$ cat src/rtl/flow_qtab_pkg.sv
// flow_pkg: shared constants and element types for the JPEG flow pipeline
// quantization-table stage.
//   COEF_NUM : coefficients per 8x8 block
//   DATA_W   : coefficient width (signed)
//   MULT_W   : quantization multiplier width (unsigned)
//   tab_w()  : width of a table-select field, at least one bit
package flow_pkg;

  localparam int COEF_NUM = 64;
  localparam int DATA_W   = 16;
  localparam int MULT_W   = 10;

  typedef logic signed [DATA_W-1:0] coef_t;
  typedef logic        [MULT_W-1:0] mult_t;

  // Table-select width; a single table still gets a 1-bit field.
  function automatic int tab_w(input int q_num);
    return (q_num > 1) ? $clog2(q_num) : 1;
  endfunction

endpackage

$ cat src/rtl/flow_qtab_ram.sv
// flow_qtab_ram: simple dual-port multiplier table.
// One write port with per-lane enables (one lane written per access) and one
// registered read port with read enable. No reset on storage or read data.
// A read and write of the same word on the same edge returns the old word.
//   clk        : clock
//   wr_en      : write strobe
//   wr_lane_en : lane enables within the addressed word
//   wr_addr    : write word address
//   wr_data    : multiplier value replicated to the enabled lane(s)
//   rd_en      : read enable; read data holds when low
//   rd_addr    : read word address
//   rd_data    : registered read word, N lanes of MULT_W bits
module flow_qtab_ram
  import flow_pkg::*;
#(
  parameter int N  = 2,
  parameter int AW = 6
) (
  input  logic              clk,
  input  logic              wr_en,
  input  logic [N-1:0]      wr_lane_en,
  input  logic [AW-1:0]     wr_addr,
  input  mult_t             wr_data,
  input  logic              rd_en,
  input  logic [AW-1:0]     rd_addr,
  output logic [N*MULT_W-1:0] rd_data
);

  logic [N*MULT_W-1:0] mem [2**AW];

  // Lane-masked write port.
  always_ff @(posedge clk) begin
    for (int i = 0; i < N; i++) begin
      if (wr_en && wr_lane_en[i]) begin
        mem[wr_addr][i*MULT_W +: MULT_W] <= wr_data;
      end
    end
  end

  // Registered read port; non-blocking update gives read-before-write.
  always_ff @(posedge clk) begin
    if (rd_en) begin
      rd_data <= mem[rd_addr];
    end
  end

endmodule

$ cat src/rtl/flow_qtab.sv
// flow_qtab: quantization-table lookup stage ahead of the flow multiplier.
// Tracks each beat's position inside its 64-coefficient block and attaches
// the N matching 10-bit multipliers from a host-loadable table.
// Latency is two enabled cycles; en=0 freezes the pipeline and beat counter.
// Optional framing checker: define FLOW_QTAB_ERR_EN to build it; otherwise
// out_err is tied low.
//   clk, rst                 : clock, asynchronous active-high reset
//   en                       : pipeline enable
//   wr_en/wr_tab/wr_addr/wr_data : table write port (independent of en)
//   in_valid/in_data/in_tab  : input beat, table select sampled on sob
//   in_eob/in_sob/in_sof     : input framing
//   out_valid/out_data/out_mult : output beat with per-lane multipliers
//   out_eob/out_sob/out_sof  : delayed framing
//   out_err                  : framing error pulse aligned with its beat
module flow_qtab
  import flow_pkg::*;
#(
  parameter int N     = 2,
  parameter int Q_NUM = 2
) (
  input  logic                    clk,
  input  logic                    rst,
  input  logic                    en,
  input  logic                    wr_en,
  input  logic [tab_w(Q_NUM)-1:0] wr_tab,
  input  logic [5:0]              wr_addr,
  input  mult_t                   wr_data,
  input  logic                    in_valid,
  input  logic signed [N*DATA_W-1:0] in_data,
  input  logic [tab_w(Q_NUM)-1:0] in_tab,
  input  logic                    in_eob,
  input  logic                    in_sob,
  input  logic                    in_sof,
  output logic                    out_valid,
  output logic signed [N*DATA_W-1:0] out_data,
  output logic [N*MULT_W-1:0]     out_mult,
  output logic                    out_eob,
  output logic                    out_sob,
  output logic                    out_sof,
  output logic                    out_err
);

  localparam int TW    = tab_w(Q_NUM);
  localparam int WORDS = COEF_NUM / N;
  localparam int LG    = $clog2(N);
  localparam int CW    = $clog2(WORDS);   // equals 6 - LG
  localparam int AW    = TW + CW;

  logic [CW-1:0] cnt_r;
  logic [TW-1:0] tab_r;

  logic [CW-1:0] rd_word_s;
  logic [TW-1:0] rd_tab_s;
  logic [N-1:0]  wr_lane_en_s;
  logic [N*MULT_W-1:0] ram_rd_s;

  logic              s1_valid_r;
  logic              s1_sob_r;
  logic              s1_eob_r;
  logic              s1_sof_r;
  logic signed [N*DATA_W-1:0] s1_data_r;

  // Read address: sob restarts at word 0 with the freshly selected table.
  always_comb begin
    rd_word_s = cnt_r;
    rd_tab_s  = tab_r;
    if (in_sob) begin
      rd_word_s = '0;
      rd_tab_s  = in_tab;
    end else begin
      rd_word_s = cnt_r;
      rd_tab_s  = tab_r;
    end
  end

  // Lane select of the write: coefficient index modulo N.
  always_comb begin
    wr_lane_en_s = '0;
    for (int i = 0; i < N; i++) begin
      wr_lane_en_s[i] = ((wr_addr & 6'(N - 1)) == 6'(i));
    end
  end

  flow_qtab_ram #(
    .N  (N),
    .AW (AW)
  ) u_ram (
    .clk        (clk),
    .wr_en      (wr_en),
    .wr_lane_en (wr_lane_en_s),
    .wr_addr    ({wr_tab, wr_addr[5:LG]}),
    .wr_data    (wr_data),
    .rd_en      (en),
    .rd_addr    ({rd_tab_s, rd_word_s}),
    .rd_data    (ram_rd_s)
  );

  // Beat counter and block table; eob overrides the increment (and sob).
  always_ff @(posedge clk or posedge rst) begin
    if (rst) begin
      cnt_r <= '0;
      tab_r <= '0;
    end else if (en && in_valid) begin
      if (in_sob) begin
        tab_r <= in_tab;
      end
      if (in_eob) begin
        cnt_r <= '0;
      end else if (in_sob) begin
        cnt_r <= CW'(1);
      end else begin
        cnt_r <= cnt_r + CW'(1);
      end
    end
  end

  // Two-stage stream pipeline; stage 2 takes the RAM read register as mult.
  always_ff @(posedge clk or posedge rst) begin
    if (rst) begin
      s1_valid_r <= 1'b0;
      s1_sob_r   <= 1'b0;
      s1_eob_r   <= 1'b0;
      s1_sof_r   <= 1'b0;
      s1_data_r  <= '0;
      out_valid  <= 1'b0;
      out_sob    <= 1'b0;
      out_eob    <= 1'b0;
      out_sof    <= 1'b0;
      out_data   <= '0;
      out_mult   <= '0;
    end else if (en) begin
      // Framing is qualified by valid so idle beats carry no markers.
      s1_valid_r <= in_valid;
      s1_sob_r   <= in_valid & in_sob;
      s1_eob_r   <= in_valid & in_eob;
      s1_sof_r   <= in_valid & in_sof;
      s1_data_r  <= in_data;
      out_valid  <= s1_valid_r;
      out_sob    <= s1_sob_r;
      out_eob    <= s1_eob_r;
      out_sof    <= s1_sof_r;
      out_data   <= s1_data_r;
      out_mult   <= ram_rd_s;
    end
  end

`ifdef FLOW_QTAB_ERR_EN
  logic err_s;
  logic s1_err_r;

  // Framing check: eob must land on the last word, sob on a fresh block.
  always_comb begin
    err_s = 1'b0;
    if (in_valid) begin
      err_s = (in_sob && (cnt_r != '0)) ||
              (in_eob && !in_sob && (cnt_r != CW'(WORDS - 1)));
    end else begin
      err_s = 1'b0;
    end
  end

  // Error flag travels with its beat through both stages.
  always_ff @(posedge clk or posedge rst) begin
    if (rst) begin
      s1_err_r <= 1'b0;
      out_err  <= 1'b0;
    end else if (en) begin
      s1_err_r <= err_s;
      out_err  <= s1_err_r;
    end
  end
`else
  assign out_err = 1'b0;
`endif

endmodule
$ cat config.mk
export PLATFORM = sky130hd
export DESIGN_NAME = flow_qtab
export DESIGN_NICKNAME = d
export VERILOG_FILES = /design/src/rtl/flow_qtab_pkg.sv /design/src/rtl/flow_qtab_ram.sv /design/src/rtl/flow_qtab.sv
export SDC_FILE = /design/constraint.sdc
export NUM_CORES = 2
export LEC_CHECK = 0
export CAP_MARGIN = 20
export CORE_ASPECT_RATIO = 0.8
export CORE_MARGIN = 3
export CORE_UTILIZATION = 46
export DETAILED_ROUTE_END_ITERATION = 8
export GPL_TIMING_DRIVEN = 0
export PLACE_DENSITY = 0.63
export SETUP_SLACK_MARGIN = 0.4
export SYNTH_ARGS = -nofsm -noshare
export SYNTH_HDL_FRONTEND = slang
export SYNTH_SLANG_ARGS = --single-unit
$ cat constraint.sdc
create_clock -name clk -period 4.2 [get_ports clk]
set_input_delay 0.84 -clock clk [delete_from_list [all_inputs] [get_ports clk]]
set_output_delay 0.84 -clock clk [all_outputs]
set_load 0.01 [all_outputs]
==> impl_metrics.env <==
export IMPL_area_delta_synth_final_pct=14.4
export IMPL_synth_most_common_cell="edfxtp_1"
export IMPL_dp_cells=4935
export IMPL_yosys_top_cells_count="1300 x edfxtp_1, 248 x mux2_2, 177 x nor2_1"
export IMPL_die_width_um=394
export IMPL_setup_viol=0
export IMPL_synth_fp_nets=3251
export IMPL_die_area_um2=125000
export IMPL_track_usage=0.251
export IMPL_insertion_delay_ns=0.75
export IMPL_min_from="wr_data[5]"
export IMPL_rows=113
export IMPL_yosys_area_top_type="edfxtp_1"
export IMPL_clkSinkCount=1398
export IMPL_fmax_mhz=253
export IMPL_wl_um=157000
export IMPL_status="completed"
export IMPL_crit_type="in -> reg"
export IMPL_p_sw_uw=6950
export IMPL_yosys_most_used_dff="edfxtp_1"
export IMPL_ys_types=60
export IMPL_routed_via_density=6.11
export IMPL_htree_levels=4
export IMPL_ir_worst_vdd_mv=0.323
export IMPL_min_path_type="in -> reg"
export IMPL_synth_edff_count=1300
export IMPL_holdPathEnd="u_ram.mem[31][5]$_DFFE_PP_"
export IMPL_routedWlPerCell_um=30.3
export IMPL_tightest_slew_ns=1.26
export IMPL_ctsHoldBuffers=0
export IMPL_root_buffer="clkbuf_16"
export IMPL_finalHoldWorstSlack_ns=0.451
export IMPL_numCtsBuffers=137
export IMPL_start_util=0.465
export IMPL_antenna_found_initial=3
export IMPL_crit_buf_inv=3
export IMPL_core_um2=119000
export IMPL_netlist_area_um2=55400
export IMPL_power_frac_comb=0.089
export IMPL_post_route_period_util=0.939
export IMPL_hold_viol_final=0
export IMPL_powerDensity_nw_per_um2=472
export IMPL_clk_pin_slew_worst_paths_ns=0.06
export IMPL_cp_data_required_time_ns=4.61
export IMPL_yosysTopAreaCellShare=0.705
export IMPL_swShare=0.233
export IMPL_ios=115
export IMPL_holdPathStages=1
export IMPL_slew_violations=0
export IMPL_synth_seq_cells=1398
export IMPL_synth_seq_area_share=0.749
export IMPL_grt_max_degree=105
export IMPL_nFillCells=9611
export IMPL_yosys_top_cells_area="edfxtp_1 70%, mux2_2 5.0%, dfrtp_1 4.4%, mux4_2 3.3%, mux2i_1 2.5%"
export IMPL_path_delay_family="buffers and inverters"
export IMPL_seqPwrFrac=0.520
export IMPL_io_buffers=110
export IMPL_firstDrtPassIters=9
export IMPL_avgSynthCellArea_um2=17.4
export IMPL_crit_arrival_ns=4.36
export IMPL_rr_worst_depth=8
export IMPL_worstPathCellList="clkdlybuf4s50_1, buf_4, nand3b_1, clkbuf_1, o22ai_1, a32o_1, a211oi_1, o2111ai_1"
export IMPL_yosysWarningCount=0
export IMPL_r2r_slack_ns=0.38
export IMPL_r2r_end="u_ram.rd_data[14]$_DFFE_PP_"
export IMPL_p_leak_uw=0.0201
export IMPL_clock_skew_ns=0.0165
export IMPL_drive_above_1_share=0.196
export IMPL_ant_nets=0
export IMPL_place_congestion=0.916
export IMPL_start_kind="input pin"
export IMPL_final_util=0.532
export IMPL_grt_pass1_vias=30600
export IMPL_critPathSlowestCell="clkdlybuf4s50_1"
export IMPL_crit_path_max_fanout=10
export IMPL_rsz0062_at_grt="yes"
export IMPL_min_period_ns=3.95
export IMPL_post_cts_buffers=0
export IMPL_cap_viol_max_count=0
export IMPL_grt_ovfl_total=0
export IMPL_power_uw=29900
export IMPL_relSlewSlack=0.151
export IMPL_grt_first_pass_wirelength_um=223000
export IMPL_synthArstFlopShare=0.0701
export IMPL_clockBufferDepth=3
export IMPL_p_clk_frac=0.391
export IMPL_critical_path_max_stage_delay_ns=0.80
export IMPL_p_int_uw=22900
export IMPL_fp_dieH_um=316
export IMPL_r2r_start="cnt_r[0]$_DFFE_PP0P_"
export IMPL_hpwl_um=105000
export IMPL_fin_cells=5192
export IMPL_vias=31700
export IMPL_nets=3534
export IMPL_cts_tree="yes"
export IMPL_netlist_instances=3192
export IMPL_detail_route_iter0_violations=4089
export IMPL_route_detailed_drc=0
export IMPL_critPathCaptureType="flip-flop"
-- power groups by stage --
stage / sequential, uW / combinational (uW) / clock [uW]
2_1_floorplan: 15800 / 1270 / 0
4_1_cts: 15500 / 2630 / 11800
3_3_place_gp: 15900 / 2530 / 0
3_5_place_dp: 15800 / 2610 / 0
6_report: 15500 / 2670 / 11700
5_1_grt: 15500 / 2780 / 12400
-- kinds of logic after synthesis --
group / share of synthesized area
buffers and inverters: 0.0232
AOI/OAI and AO/OA: 0.0817
other: 0.0000677
and+or+nand+nor: 0.0378
muxes: 0.108
adders and majority gates: 0.000226
DFF: 0.749
-- sequential cells by signal, summed over array words and instances (netlist names) --
signal and count:
out_data 32, out_valid 1, s1_data_r 32, u_ram.mem 1280, s1_valid_r 1, s1_sof_r 1
u_ram.rd_data 20, cnt_r 5, out_sob 1, out_eob 1, tab_r 1, out_mult 20
out_sof 1, s1_sob_r 1, s1_eob_r 1
-- routing by layer --
layer / GRT usage / wire (um)
met2: 0.364 / 67500
met1: 0.367 / 66100
met4: 0.0868 / 5120
met5: 0 / 122
met3: 0.0695 / 18300
-- final cells by class --
cell class	count	area, um2	share of cell area
Antenna cell	2	5.00	0.0000790
Buffer	225	1120	0.0177
Clock buffer	192	3810	0.0602
Clock inverter	52	364	0.00575
Inverter	48	183	0.00288
Multi-Input combinational cell	1521	12700	0.201
Sequential cell	1398	41500	0.655
Tap cell	1610	2010	0.0318
Timing Repair Buffer	144	1650	0.0260
-- what timing repair did --
| item | 4_1_cts | 5_1_grt |
|---|---|---|
| endpoints found under the setup margin | 14 | 3 |
| pin swaps | 0 | 0 |
| gates resized for setup | 18 | 5 |
-- through the flow --
| stage | instance area (um2) | setup WS, ns | setup TNS [ns] |
|---|---|---|---|
| floorplan | 55400 | 0.798 | 0 |
| global placement | 58500 | -2.23 | -2562.96 |
| detailed placement | 59000 | -0.686 | -12.04 |
| CTS | 63200 | 0.440 | 0 |
| global route | 63400 | 0.388 | 0 |
| finish | 63400 | 0.254 | 0 |
-- layout by cell type, fill, tap and decap left out, types with 95 or more instances in the layout --
cell and count:
edfxtp_1 1300, clkbuf_16 143, dfrtp_1 98, nor2_1 177
a22oi_1 95, mux2_2 248, clkdlybuf4s50_1 100, buf_2 95
mux2i_1 139, clkbuf_1 135
-- worst max-delay path by stage --
stage	to	startpoint	slack [ns]	cells past startpoint
2_1_floorplan	cnt_r[0]$_DFFE_PP0P_	rst	0.80	1
3_3_place_gp	u_ram.mem[58][4]$_DFFE_PP_	wr_data[4]	-2.23	1
3_5_place_dp	u_ram.rd_data[14]$_DFFE_PP_	in_sob	-0.69	9
4_1_cts	u_ram.rd_data[9]$_DFFE_PP_	in_sob	0.44	9
5_1_grt	u_ram.rd_data[13]$_DFFE_PP_	cnt_r[0]$_DFFE_PP0P_	0.39	8
6_report	u_ram.rd_data[19]$_DFFE_PP_	in_sob	0.25	8
(Power assumes the default switching activity.)
